### src/rtl/target_io_router_pkg.sv
// rtl/target_io_router_pkg.sv - shared encodings for the target IO router
// Contents: pad mode encodings, per-channel FSM states, register offsets
// relative to REG_BASE, channel config record and its readback formatter.
package target_io_router_pkg;

   typedef enum logic [1:0] {
      IOMODE_Z    = 2'd0,
      IOMODE_GPIO = 2'd1,
      IOMODE_ALT  = 2'd2,
      IOMODE_OD   = 2'd3
   } iomode_t;

   typedef enum logic [1:0] {
      ST_HZ   = 2'd0,
      ST_TURN = 2'd1,
      ST_DRV  = 2'd2
   } chan_state_t;

   localparam logic [5:0] OFS_IOMODE = 6'd0;
   localparam logic [5:0] OFS_IOSTAT = 6'd1;
   localparam logic [5:0] OFS_IOEDGE = 6'd2;

   typedef struct packed {
      logic    val;
      iomode_t mode;
   } chan_cfg_t;

   // IOMODE byte layout: [2] value, [1:0] mode, upper bits read as zero.
   function automatic logic [7:0] cfg_to_byte(input chan_cfg_t c);
      return {5'b00000, c.val, c.mode};
   endfunction

endpackage

### src/rtl/target_io_chan.sv
// rtl/target_io_chan.sv - one routed target pad: drive FSM, dead time, sync, edge
// Optional feature macro: IOROUTE_EDGECAPT_EN (adds edge_clr / edge_flag).
// Ports:
//   clk, reset_i   clock, synchronous active-high reset
//   cfg            stored channel config (mode + value)
//   power_off      1 forces the pad to high-Z
//   alt            alternate drive source
//   pad            raw pad input level
//   drive          registered pad output value
//   drive_en       registered pad output enable
//   level          2-FF synchronised pad level
//   edge_clr       clear request for the edge sticky (optional)
//   edge_flag      sticky set on any change of level (optional)
module target_io_chan
   import target_io_router_pkg::*;
#(
   parameter int TURNAROUND = 4
) (
   input  logic      clk,
   input  logic      reset_i,
   input  chan_cfg_t cfg,
   input  logic      power_off,
   input  logic      alt,
   input  logic      pad,
   output logic      drive,
   output logic      drive_en,
   output logic      level
`ifdef IOROUTE_EDGECAPT_EN
   ,
   input  logic      edge_clr,
   output logic      edge_flag
`endif
);

   localparam logic [3:0] TURN_CYCLES = 4'(TURNAROUND);

   chan_state_t state, state_n;
   iomode_t     mode, mode_n, eff_mode;
   logic [3:0]  count, count_n;
   logic        drive_n, drive_en_n;
   logic        start;
   logic        sync1, sync2;

   always_ff @(posedge clk) begin
      if (reset_i) begin
         state    <= ST_HZ;
         mode     <= IOMODE_Z;
         count    <= 4'd0;
         drive    <= 1'b0;
         drive_en <= 1'b0;
         sync1    <= 1'b0;
         sync2    <= 1'b0;
      end else begin
         state    <= state_n;
         mode     <= mode_n;
         count    <= count_n;
         drive    <= drive_n;
         drive_en <= drive_en_n;
         sync1    <= pad;
         sync2    <= sync1;
      end
   end

   assign level = sync2;

   // 'mode' is the mode the channel is turning around into or driving.
   // Only a change of mode costs dead time; value changes inside the same
   // mode (GPIO level, OD release) are applied straight through.
   always_comb begin
      eff_mode   = power_off ? IOMODE_Z : cfg.mode;
      state_n    = state;
      mode_n     = mode;
      count_n    = count;
      drive_n    = 1'b0;
      drive_en_n = 1'b0;
      start      = 1'b0;

      case (state)
         ST_HZ: begin
            start = (eff_mode != IOMODE_Z);
         end
         ST_TURN, ST_DRV: begin
            if (eff_mode == IOMODE_Z) begin
               state_n = ST_HZ;
               mode_n  = IOMODE_Z;
               count_n = 4'd0;
            end else if (eff_mode != mode) begin
               start = 1'b1;
            end else if (state == ST_TURN) begin
               if (count <= 4'd1) begin
                  state_n = ST_DRV;
               end else begin
                  count_n = count - 4'd1;
               end
            end
         end
         default: begin
            state_n = ST_HZ;
            mode_n  = IOMODE_Z;
            count_n = 4'd0;
         end
      endcase

      if (start) begin
         mode_n = eff_mode;
         if (TURNAROUND == 0) begin
            state_n = ST_DRV;
            count_n = 4'd0;
         end else begin
            state_n = ST_TURN;
            count_n = TURN_CYCLES;
         end
      end

      // Outputs are registered from the next state so a mode switch can
      // never expose the new source for even one cycle without dead time.
      if (state_n == ST_DRV) begin
         case (mode_n)
            IOMODE_GPIO: begin
               drive_n    = cfg.val;
               drive_en_n = 1'b1;
            end
            IOMODE_ALT: begin
               drive_n    = alt;
               drive_en_n = 1'b1;
            end
            IOMODE_OD: begin
               drive_n    = 1'b0;
               drive_en_n = ~cfg.val;
            end
            default: begin
               drive_n    = 1'b0;
               drive_en_n = 1'b0;
            end
         endcase
      end
   end

`ifdef IOROUTE_EDGECAPT_EN
   logic sync_prev;

   // A new edge outranks a clear landing on the same cycle.
   always_ff @(posedge clk) begin
      if (reset_i) begin
         sync_prev <= 1'b0;
         edge_flag <= 1'b0;
      end else begin
         sync_prev <= sync2;
         edge_flag <= (edge_flag & ~edge_clr) | (sync2 ^ sync_prev);
      end
   end
`endif

endmodule

### src/rtl/target_io_router.sv
// rtl/target_io_router.sv - register-programmable router for NUM_IO target pads
// Optional feature macro: IOROUTE_EDGECAPT_EN (IOEDGE sticky register).
// Ports:
//   clk, reset_i                 clock, synchronous active-high reset
//   reg_address/bytecnt/datai    register bus address, byte index, write data
//   reg_read/write/addrvalid     register bus strobes
//   reg_datao                    read data, 0 when not addressed
//   reg_hypaddress/reg_hyplen    register length query
//   alt_i                        alternate drive source per pad
//   target_power_off             1 forces all pads high-Z
//   io_i / io_o / io_oe          pad input, output value, output enable
//   io_sync_o                    synchronised pad levels
module target_io_router
   import target_io_router_pkg::*;
#(
   parameter int          NUM_IO     = 8,
   parameter logic [5:0]  REG_BASE   = 6'd40,
   parameter int          TURNAROUND = 4,
   parameter int          NBYTES     = (NUM_IO + 7) / 8
) (
   input  logic              clk,
   input  logic              reset_i,
   input  logic [5:0]        reg_address,
   input  logic [15:0]       reg_bytecnt,
   input  logic [7:0]        reg_datai,
   output logic [7:0]        reg_datao,
   input  logic              reg_read,
   input  logic              reg_write,
   input  logic              reg_addrvalid,
   input  logic [5:0]        reg_hypaddress,
   output logic [15:0]       reg_hyplen,
   input  logic [NUM_IO-1:0] alt_i,
   input  logic              target_power_off,
   input  logic [NUM_IO-1:0] io_i,
   output logic [NUM_IO-1:0] io_o,
   output logic [NUM_IO-1:0] io_oe,
   output logic [NUM_IO-1:0] io_sync_o
);

   localparam logic [5:0] ADDR_IOMODE = REG_BASE + OFS_IOMODE;
   localparam logic [5:0] ADDR_IOSTAT = REG_BASE + OFS_IOSTAT;

   logic rd_en;
   logic wr_mode;
   assign rd_en   = reg_addrvalid & reg_read;
   assign wr_mode = reg_write && (reg_address == ADDR_IOMODE);

   // Bits [7:3] of write data are only meaningful to IOEDGE.
   logic unused_datai;
   assign unused_datai = ^reg_datai[7:3];

   // Readback is built as OR-chains of byte terms selected by reg_bytecnt,
   // so an out-of-range byte index simply reads zero.
   logic [NUM_IO:0][7:0] mode_acc;
   logic [NBYTES:0][7:0] stat_acc;
   logic [NBYTES*8-1:0]  stat_pad;

   assign mode_acc[0] = 8'h00;
   assign stat_acc[0] = 8'h00;

`ifdef IOROUTE_EDGECAPT_EN
   localparam logic [5:0] ADDR_IOEDGE = REG_BASE + OFS_IOEDGE;

   logic                 wr_edge;
   logic [NUM_IO-1:0]    edge_flags;
   logic [NBYTES*8-1:0]  edge_pad;
   logic [NBYTES:0][7:0] edge_acc;

   assign wr_edge     = reg_write && (reg_address == ADDR_IOEDGE);
   assign edge_acc[0] = 8'h00;

   always_comb begin
      edge_pad               = '0;
      edge_pad[NUM_IO-1:0]   = edge_flags;
   end
`endif

   always_comb begin
      stat_pad             = '0;
      stat_pad[NUM_IO-1:0] = io_sync_o;
   end

   for (genvar g = 0; g < NUM_IO; g++) begin : g_chan
      chan_cfg_t cfg;
      logic      hit;

      assign hit = (reg_bytecnt == 16'(g));

      always_ff @(posedge clk) begin
         if (reset_i) begin
            cfg <= '0;
         end else if (wr_mode && hit) begin
            cfg.val  <= reg_datai[2];
            cfg.mode <= iomode_t'(reg_datai[1:0]);
         end
      end

      assign mode_acc[g+1] = mode_acc[g] | (hit ? cfg_to_byte(cfg) : 8'h00);

      target_io_chan #(
         .TURNAROUND (TURNAROUND)
      ) u_chan (
         .clk       (clk),
         .reset_i   (reset_i),
         .cfg       (cfg),
         .power_off (target_power_off),
         .alt       (alt_i[g]),
         .pad       (io_i[g]),
         .drive     (io_o[g]),
         .drive_en  (io_oe[g]),
         .level     (io_sync_o[g])
`ifdef IOROUTE_EDGECAPT_EN
         ,
         .edge_clr  (wr_edge && (reg_bytecnt == 16'(g / 8)) && reg_datai[g % 8]),
         .edge_flag (edge_flags[g])
`endif
      );
   end

   for (genvar b = 0; b < NBYTES; b++) begin : g_byte
      logic hit;
      assign hit           = (reg_bytecnt == 16'(b));
      assign stat_acc[b+1] = stat_acc[b] | (hit ? stat_pad[b*8 +: 8] : 8'h00);
`ifdef IOROUTE_EDGECAPT_EN
      assign edge_acc[b+1] = edge_acc[b] | (hit ? edge_pad[b*8 +: 8] : 8'h00);
`endif
   end

   always_comb begin
      reg_datao = 8'h00;
      if (rd_en) begin
         if (reg_address == ADDR_IOMODE) begin
            reg_datao = mode_acc[NUM_IO];
         end else if (reg_address == ADDR_IOSTAT) begin
            reg_datao = stat_acc[NBYTES];
         end
`ifdef IOROUTE_EDGECAPT_EN
         else if (reg_address == ADDR_IOEDGE) begin
            reg_datao = edge_acc[NBYTES];
         end
`endif
      end
   end

   always_comb begin
      reg_hyplen = 16'd0;
      if (reg_hypaddress == ADDR_IOMODE) begin
         reg_hyplen = 16'(NUM_IO);
      end else if (reg_hypaddress == ADDR_IOSTAT) begin
         reg_hyplen = 16'(NBYTES);
      end
`ifdef IOROUTE_EDGECAPT_EN
      else if (reg_hypaddress == ADDR_IOEDGE) begin
         reg_hyplen = 16'(NBYTES);
      end
`endif
   end

endmodule

### config.mk
export PLATFORM = sky130hd
export DESIGN_NAME = target_io_router
export DESIGN_NICKNAME = d
export VERILOG_FILES = /design/src/rtl/target_io_router_pkg.sv /design/src/rtl/target_io_chan.sv /design/src/rtl/target_io_router.sv
export SDC_FILE = /design/constraint.sdc
export NUM_CORES = 1
export LEC_CHECK = 0
export CORE_MARGIN = 4
export CORE_UTILIZATION = 35
export CTS_CLUSTER_SIZE = 40
export DETAILED_ROUTE_END_ITERATION = 10
export GPL_TIMING_DRIVEN = 0
export PLACE_DENSITY = 0.67
export SYNTH_ARGS = -nofsm -noshare
export SYNTH_HDL_FRONTEND = slang
export SYNTH_SLANG_ARGS = --single-unit
export TNS_END_PERCENT = 30
### constraint.sdc
create_clock -name clk -period 2.46 [get_ports clk]
set_clock_uncertainty 0.1 [all_clocks]
set_input_delay 0.492 -clock clk [delete_from_list [all_inputs] [get_ports clk]]
set_output_delay 0.492 -clock clk [all_outputs]
set_load 0.03 [all_outputs]
# Word level (Yosys, flattened, before mapping)
# Cells that the tools add are included.
# classes
addsub	8
bitwise_logic	32
n_shift	0
n_reduce_logical	82
n_eq_ne	123
muxes	182
div_mod_pow	0
mul	0
n_lt_le_gt_ge	8
# ops
operator	n
$mux 4	33
$mux 2	64
$eq 16x3->1 const B	4
$eq 2x2->1 const B	32
$ne 4x2->1 const B	16
$pmux 2 s2	16
$pmux 4 s2	8
$reduce_and 4->1	16
$reduce_or 2->1	32
$mux 3	16
$ne 3x2->1 const B	16
$pmux 1 s2	24
$eq 16x2->1 const B	2
$eq 2x1->1 const B	16
$le 4x1->1 const B	8
$logic_not 2->1	16
$mux 8	4
$ne 4x1->1 const B	8
$sub 4x1->4 const B	8
$eq 6x6->1 const B	4
$ne 3x1->1 const B	8
$not 1->1	24
$or 3x3->3	7
$mux 1	17
other kinds (7)	36
# totals
out_inout_bits	48
memories	0
romBits	0
latch_bits	0
wordCells	515
reg_bits	120
mem_bits_rw	0
inputBits	58

# Logic depth before layout (Yosys ltp)
# Gate-level depths: netlist of run 1.
# depth
word_depth	11
depth_mapped	12
depth_no_buf	12

# Cells and area by module
# Synthesis of run 1 repeated with hierarchy kept, for this count alone.
# hier_totals
hier_cells	973
area_unflattened_um2	8423.1
# modules_own_cells
mod	instances	area_each_um2	cells_each
target_io_chan at g_chan[0].u_chan ...	6	852.1	99
target_io_chan at g_chan[6].u_chan ...	2	875.8	102
target_io_router	1	1559.0	175

# Worst setup path before layout of run 1
# OpenSTA, ideal clock, no wires.
# synth_path
path_kind	in2out
startpoint	input reg_bytecnt[3]
endpoint	output reg_datao[2]
setup_slack_ps	-457
t_arrival_ps	2325
path_buffers	1
path_stages	7
path_cell_list	nor4_1 -> nand4_1 -> or2_1 -> buf_6 -> o32ai_2 -> a211oi_1 -> a2111oi_2
# synth_between
elab_chain_cells	11
word_cells_on_any_way	27
cone_classes	eq/ne: 7; mux: 12; bitwise: 7; reduce/logical: 1
# synth_rtl
item	line_no	text
from (decl)	target_io_router.sv:24	input logic [15:0] reg_bytecnt,
$eq 16x1->1 / $logic_not 16->1 (equally long branches)	target_io_router.sv:87, target_io_router.sv:122	
$mux 3	target_io_router.sv:98	assign mode_acc[g+1] = mode_acc[g] | (hit ? cfg_to_byte(cfg) : 8'h00);
$or 3x3->3 (7 in a row)	target_io_router.sv:98	
$mux 8 *	target_io_router.sv:132	if (reg_address == ADDR_IOMODE) begin
$mux 8 *	target_io_router.sv:131	if (rd_en) begin
to (decl)	target_io_router.sv:26	output logic [7:0] reg_datao,
# Mark *: on every way between the ends. The rest lies on a longest branch, timed or not.

# Final worst setup path of run 1
# layout_path
startpoint	input reg_bytecnt[5]
endpoint	output reg_datao[2]
# The elaborated chain is that of the path after synthesis.

==> results of run 1 <==
[power groups by stage]
stage               clock network, uW  logic [uW]  registers (uW)
detailed placement                  0         280            2000
floorplan                           0         146            2000
global placement                    0         279            2000
global route                     2790         309            1960
finish                           2660         291            1960
CTS                              2700         288            1960
[worst max-delay path: cells and delay by family]
| kind | cells | cell delay [ns] |
|---|---|---|
| compound gates | 3 | 0.60 |
| buf+inv | 3 | 0.43 |
| simple gates | 3 | 0.79 |
[through the flow]
step / setup WS (ns) / power, uW / cell area, um2
floorplan: -0.1364 / 2147 / 8060
global placement: -1.380 / 2282 / 9218
detailed placement: -1.429 / 2283 / 9218
CTS: -0.5867 / 4946 / 10070
global route: -0.5262 / 5058 / 10220
finish: -0.4506 / 4913 / 10220
[state kept, by name (all words and copies together) (netlist names)]
register,flops
g_chan.u_chan.mode,16
g_chan.u_chan.sync1,8
g_chan.u_chan.drive_en,8
g_chan.cfg,24
g_chan.u_chan.level,8
g_chan.u_chan.drive,8
g_chan.u_chan.count,32
g_chan.u_chan.state,16
[cells in the mapped netlist, drive strengths merged (16+ instances only)]
master  number  area, um2
dfxtp      120       2402
nand2b      19      118.9
nand2       68      255.2
inv         69      259.0
or3         19      118.9
nor3        44      255.3
buf         61      409.1
ha          80       1001
a31oi       16      106.4
a21oi       54      274.0
nor2        87      329.1
mux2i       30      300.3
nor2b       26      162.7
o21ai       26      133.9
clkbuf      16      60.06
[worst paths after layout]
check                                               start                   endpoint  depth (start not counted)
worst min register to register     g_chan[7].u_chan.sync1     g_chan[7].u_chan.level                          1
worst max register to register  g_chan[0].u_chan.state[0]  g_chan[0].u_chan.drive_en                         11
worst min-delay path               g_chan[7].u_chan.sync1     g_chan[7].u_chan.level                          1
worst max-delay path                       reg_bytecnt[5]               reg_datao[2]                          9
[metal layers]
layer / track usage, % / vias to the layer above / wire length (um)
met3: 3.443 / 27 / 860
met2: 26.35 / 139 / 9646
met1: 19.77 / 3227 / 9311
li1: - / 3506 / -
met5: 0 / - / 27
met4: 5.286 / 4 / 314
[area by class of cell]
type                    count  share of cell area (%)
repair buffers             91                   8.717
inverters                  69                   2.559
well taps                 285                   3.489
clock inverters            15                   1.971
plain buffers              72                   4.665
multi-input cells         691                   50.73
clock buffers              17                   4.163
diodes                      1                 0.02449
flip-flops and latches    120                   23.68
[logic make-up (layout without fill, tap and decap cells)]
kind of cell | after synthesis | count (layout) | synth area share, %
other | 1 | 15 | 0.04688
XOR/XNOR | 15 | 15 | 1.642
AO/OA/AOI/OAI | 189 | 189 | 17.02
multiplexers | 35 | 35 | 5.021
AND/OR/NAND/NOR | 358 | 358 | 24.62
flip-flops | 120 | 120 | 30.03
buffers and inverters | 146 | 264 | 9.104
adder cells (fa/ha/maj) | 80 | 80 | 12.51
[repair_timing]
action | CTS | global route
setup endpoints to repair | 50 | 25
hold endpoints to repair | 0 | 0
gates cloned | 0 | 0
gates resized for setup | 114 | 79
buffers inserted | 8 | 3
pin swaps | 16 | 17
==> results.py, run 1 <==
metrics = {
    "timing": {
        "layout_min_cycle_time_ns": 2.911,
        "final.setup.tns_ns": -1.503,
        "slew_headroom_pct": 34.85,
        "final_max_slew_viol_count": 0,
        "max_freq_mhz": 343.6,
        "min_period_over_period_pct": 118.3,
        "whs_ns": 0.3347,
        "rsz0062_at_grt": "true",
        "setup_viol_count_final": 8,
        "finalHoldViolCount": 0,
        "tightest_slew_ns": 0.9773,
        "layout_setup_ws_ns": -0.4506,
    },
    "status": {
        "violations": "negative setup slack",
        "status": "finished, violations left",
    },
    "route": {
        "wire_per_inst_um": 14.81,
        "viasPerCell": 5.072,
        "drc": 0,
        "wirelength_mm": 20.16,
        "ant_nets": 0,
        "dr_total_vias": 6903,
        "drtIter0Drc": 404,
        "drt_first_pass_iters": 5,
    },
    "place": {
        "dp_cells": 1322,
        "gp_congestion": 0.8734,
        "dp_hpwl_mm": 14.71,
        "io_buffers": 80,
    },
    "finish": {
        "multiInputGateArea_um2": 5185,
        "fin_util_pct": 45.28,
        "nNetsFinal": 1200,
        "synthToLayoutAreaGrowth_pct": 27.76,
        "final-instance-count-excl-fill": 1361,
        "mostFrequentLayoutCells": "dfxtp_1 (106), nor2_1 (83), ha_1 (76), nand2_1 (67), inv_1 (65)",
        "mostFrequentLayoutCell": "dfxtp_1",
        "n_fill_cell": 2184,
        "layout.area.seq_um2": 2420,
        "drive_gt1_share_pct": 20.56,
    },
    "pwr": {
        "power.leakage_uw": 0.004026,
        "sequentialPowerShare_pct": 39.9,
        "switchingPower_uw": 1135,
        "power_frac_comb_pct": 5.9,
        "p_clk_share_pct": 54.2,
        "swShare_pct": 23.10,
        "p_int_uw": 3778,
        "max-vdd-ir-drop_mv": 0.3141,
        "pwr_density_cell_nw_per_um2": 480.7,
    },
    "grt": {
        "grt_max_degree": 17,
        "grt_usage_pct": 15.61,
        "gr-total-overflow": 0,
        "antenna_found_initial": 3,
        "grt_pass1_wl_mm": 33.04,
        "grt_pass1_vias": 6776,
    },
    "logic_synthesis": {
        "synth_edf_count": 0,
        "synthesis.area_um2": 7999,
        "seq_area_frac_synth_pct": 30.03,
        "ys_async_sr_fraction_pct": 0,
        "synthFlopType": "dfxtp_1",
        "synthCells": 944,
        "ys_ff_latch": 120,
        "synth_warnings": 0,
        "synth.avg_cell_area_um2": 8.473,
        "yosysUniqueCellTypes": 86,
    },
    "cts": {
        "path_clk_slew_ns": 0.06,
        "clock_latency_ns": 0.43,
        "clock_path_buffers": 2,
        "cts_root_buf": "clkbuf_16",
        "cts-buffers-inserted": 17,
        "cts_tree": "yes",
        "cts_sinks": 120,
        "cts-htree-levels": 4,
        "ctsHoldBuffers": 0,
    },
    "setup_path": {
        "crit_top_cell": "buf_6",
        "setup.worst_path.class": "input port to primary output",
        "rrSetupSlack_ns": 0.01,
        "cpPeakStageDelay_ns": 0.39,
        "critPathCaptureType": "primary output",
        "critical_path.max_fanout": 4,
        "slowest_stage": "a2111oi_4",
        "arrival_ns": 2.32,
        "crit_chain": "buf_6, nor4_4, nand4_1, or2_4, buf_4, o22ai_2, a211oi_2, a2111oi_4, buf_6",
        "cp-start-kind": "input port",
        "required_ns": 1.87,
    },
    "floorplanning": {
        "die_area_um2": 25340,
        "die_w_um": 159.2,
        "die_y_um": 159.2,
        "start_util_pct": 35.44,
        "design.portCount": 106,
        "fp-row-count": 55,
        "core_um2": 22570,
    },
    "job": {
        "cap_violations": 0,
    },
    "worst_hold_path": {
        "worstHoldPathType": "flip-flop to flip-flop",
    },
}
Power figures use the tool's default switching activity.
==> inputs of run 2 (changes only) <==
Settings changed: CORE_ASPECT_RATIO set to 1.2.
==> results.py, run 2 (same netlist as run 1, synthesis figures left out) <==
metrics = {
    "setup_path": {
        "arrival_ns": 2.48,
        "critical_path.max_fanout": 5,
        "cp-start-kind": "input port",
        "critPathCaptureType": "primary output",
        "required_ns": 1.87,
        "setup.worst_path.class": "input port to primary output",
    },
    "floorplanning": {
        "die_w_um": 146.0,
        "start_util_pct": 35.64,
        "die_area_um2": 25350,
        "fp-row-count": 60,
        "core_um2": 22450,
        "die_y_um": 173.6,
        "design.portCount": 106,
    },
    "pwr": {
        "max-vdd-ir-drop_mv": 0.4310,
        "pwr_density_cell_nw_per_um2": 496.4,
        "finalPower_uw": 5081,
        "power.leakage_uw": 0.004055,
    },
    "cts": {
        "clock_path_buffers": 2,
        "cts_tree": "yes",
        "cts-buffers-inserted": 17,
        "path_clk_slew_ns": 0.06,
        "clock_latency_ns": 0.43,
        "ctsHoldBuffers": 0,
        "cts-htree-levels": 4,
        "cts_root_buf": "clkbuf_16",
        "cts_sinks": 120,
    },
    "timing": {
        "rsz0062_at_grt": "true",
        "max_freq_mhz": 325.2,
        "slew_headroom_pct": 39.14,
        "finalHoldViolCount": 0,
        "tightest_slew_ns": 0.9128,
        "min_period_over_period_pct": 125.0,
        "final_max_slew_viol_count": 0,
        "layout_min_cycle_time_ns": 3.075,
        "layout_setup_ws_ns": -0.6148,
        "setup_viol_count_final": 9,
    },
    "finish": {
        "nNetsFinal": 1206,
        "mostFrequentLayoutCells": "dfxtp_1 (111), nor2_1 (83), ha_1 (75), nand2_1 (67), inv_1 (66)",
        "n_fill_cell": 2132,
        "top_register": "g_chan.u_chan.count",
        "mostFrequentLayoutCell": "dfxtp_1",
        "synthToLayoutAreaGrowth_pct": 27.97,
        "fin_util_pct": 45.60,
        "diodes": 0,
        "largestRegisters": "g_chan.u_chan.count (32), g_chan.cfg (24)",
        "drive_gt1_share_pct": 20.26,
        "largest_register_ffs": 32,
    },
    "grt": {
        "grt_max_degree": 17,
        "grt_pass1_wl_mm": 33.03,
        "grt_usage_pct": 15.74,
        "gr-total-overflow": 0,
        "antenna_found_initial": 0,
        "grt_pass1_vias": 6764,
    },
    "route": {
        "wire_per_inst_um": 15.00,
        "dr_total_vias": 7025,
        "drc": 0,
        "ant_nets": 0,
        "viasPerCell": 5.165,
        "wirelength_mm": 20.40,
        "drt_first_pass_iters": 5,
        "drtIter0Drc": 369,
    },
    "place": {
        "io_buffers": 80,
        "dp_hpwl_mm": 14.90,
        "gp_congestion": 0.8469,
        "dp_slack_ns": -1.394,
    },
    "status": {
        "violations": "negative setup slack",
        "status": "finished, violations left",
    },
    "worst_hold_path": {
        "worstHoldPathType": "flip-flop to flip-flop",
    },
    "job": {
        "cap_violations": 0,
    },
}
## run 2: what timing repair did
item,4_1_cts,5_1_grt
endpoints found under the setup margin,48,31
buffers inserted,12,3
gates resized for setup,146,29
pin swaps,22,12
cloned,0,0
## run 2: layout make-up
cell class,instances,area (um2),area share [%]
multi-input combinational,691,5165,50.46
inverter,69,261.5,2.555
clock buffer,17,425.4,4.156
buffer,75,481.7,4.706
timing repair buffer,94,903.4,8.825
sequential,120,2414,23.58
tap,279,349.1,3.410
clock inverter,15,236.5,2.310
## run 2: power by group
| part | total, uW | leakage, uW | switching [uW] | internal (uW) |
|---|---|---|---|---|
| combinational | 286 | 0.00276 | 163 | 123 |
| sequential | 1960 | 0.000974 | 4.58 | 1960 |
| clock | 2830 | 0.000320 | 1010 | 1820 |
## run 2: worst paths after layout
kind | start | slack (ns) | cells past startpoint | end
max reg2reg | g_chan[0].u_chan.state[1] | -0.01 | 11 | g_chan[0].u_chan.drive_en
min reg2reg | g_chan[6].u_chan.sync1 | 0.34 | 1 | g_chan[6].u_chan.level
max | reg_bytecnt[5] | -0.61 | 9 | reg_datao[2]
min | g_chan[6].u_chan.sync1 | 0.34 | 1 | g_chan[6].u_chan.level
## run 2: metal layers
layer,wire length (um),track usage [%],up-vias
li1,-,-,3521
met1,8822,18.49,3323
met2,10140,27.99,150
met3,929,3.243,31
met4,504,6.235,0
met5,0,0,-
## run 2: per-stage QoR
step	setup TNS (ns)	cell area (um2)	instances	hold slack, ns
6_report	-2.120	10240	1360	0.3371
5_1_grt	-2.939	10240	1360	0.3539
2_1_floorplan	-0.1364	8060	957	0.3138
4_1_cts	-2.009	10140	1360	0.3350
3_5_place_dp	-62.26	9210	1316	0.3237
3_3_place_gp	-58.22	9210	1316	0.3180
## run 2: worst max-delay path, stage by stage
cell	delay, ns
buf_6	0.10
nor4_4	0.28
nand4_1	0.22
or2_1	0.28
buf_6	0.14
o32ai_4	0.21
a211oi_2	0.13
a2111oi_4	0.44
buf_6	0.19
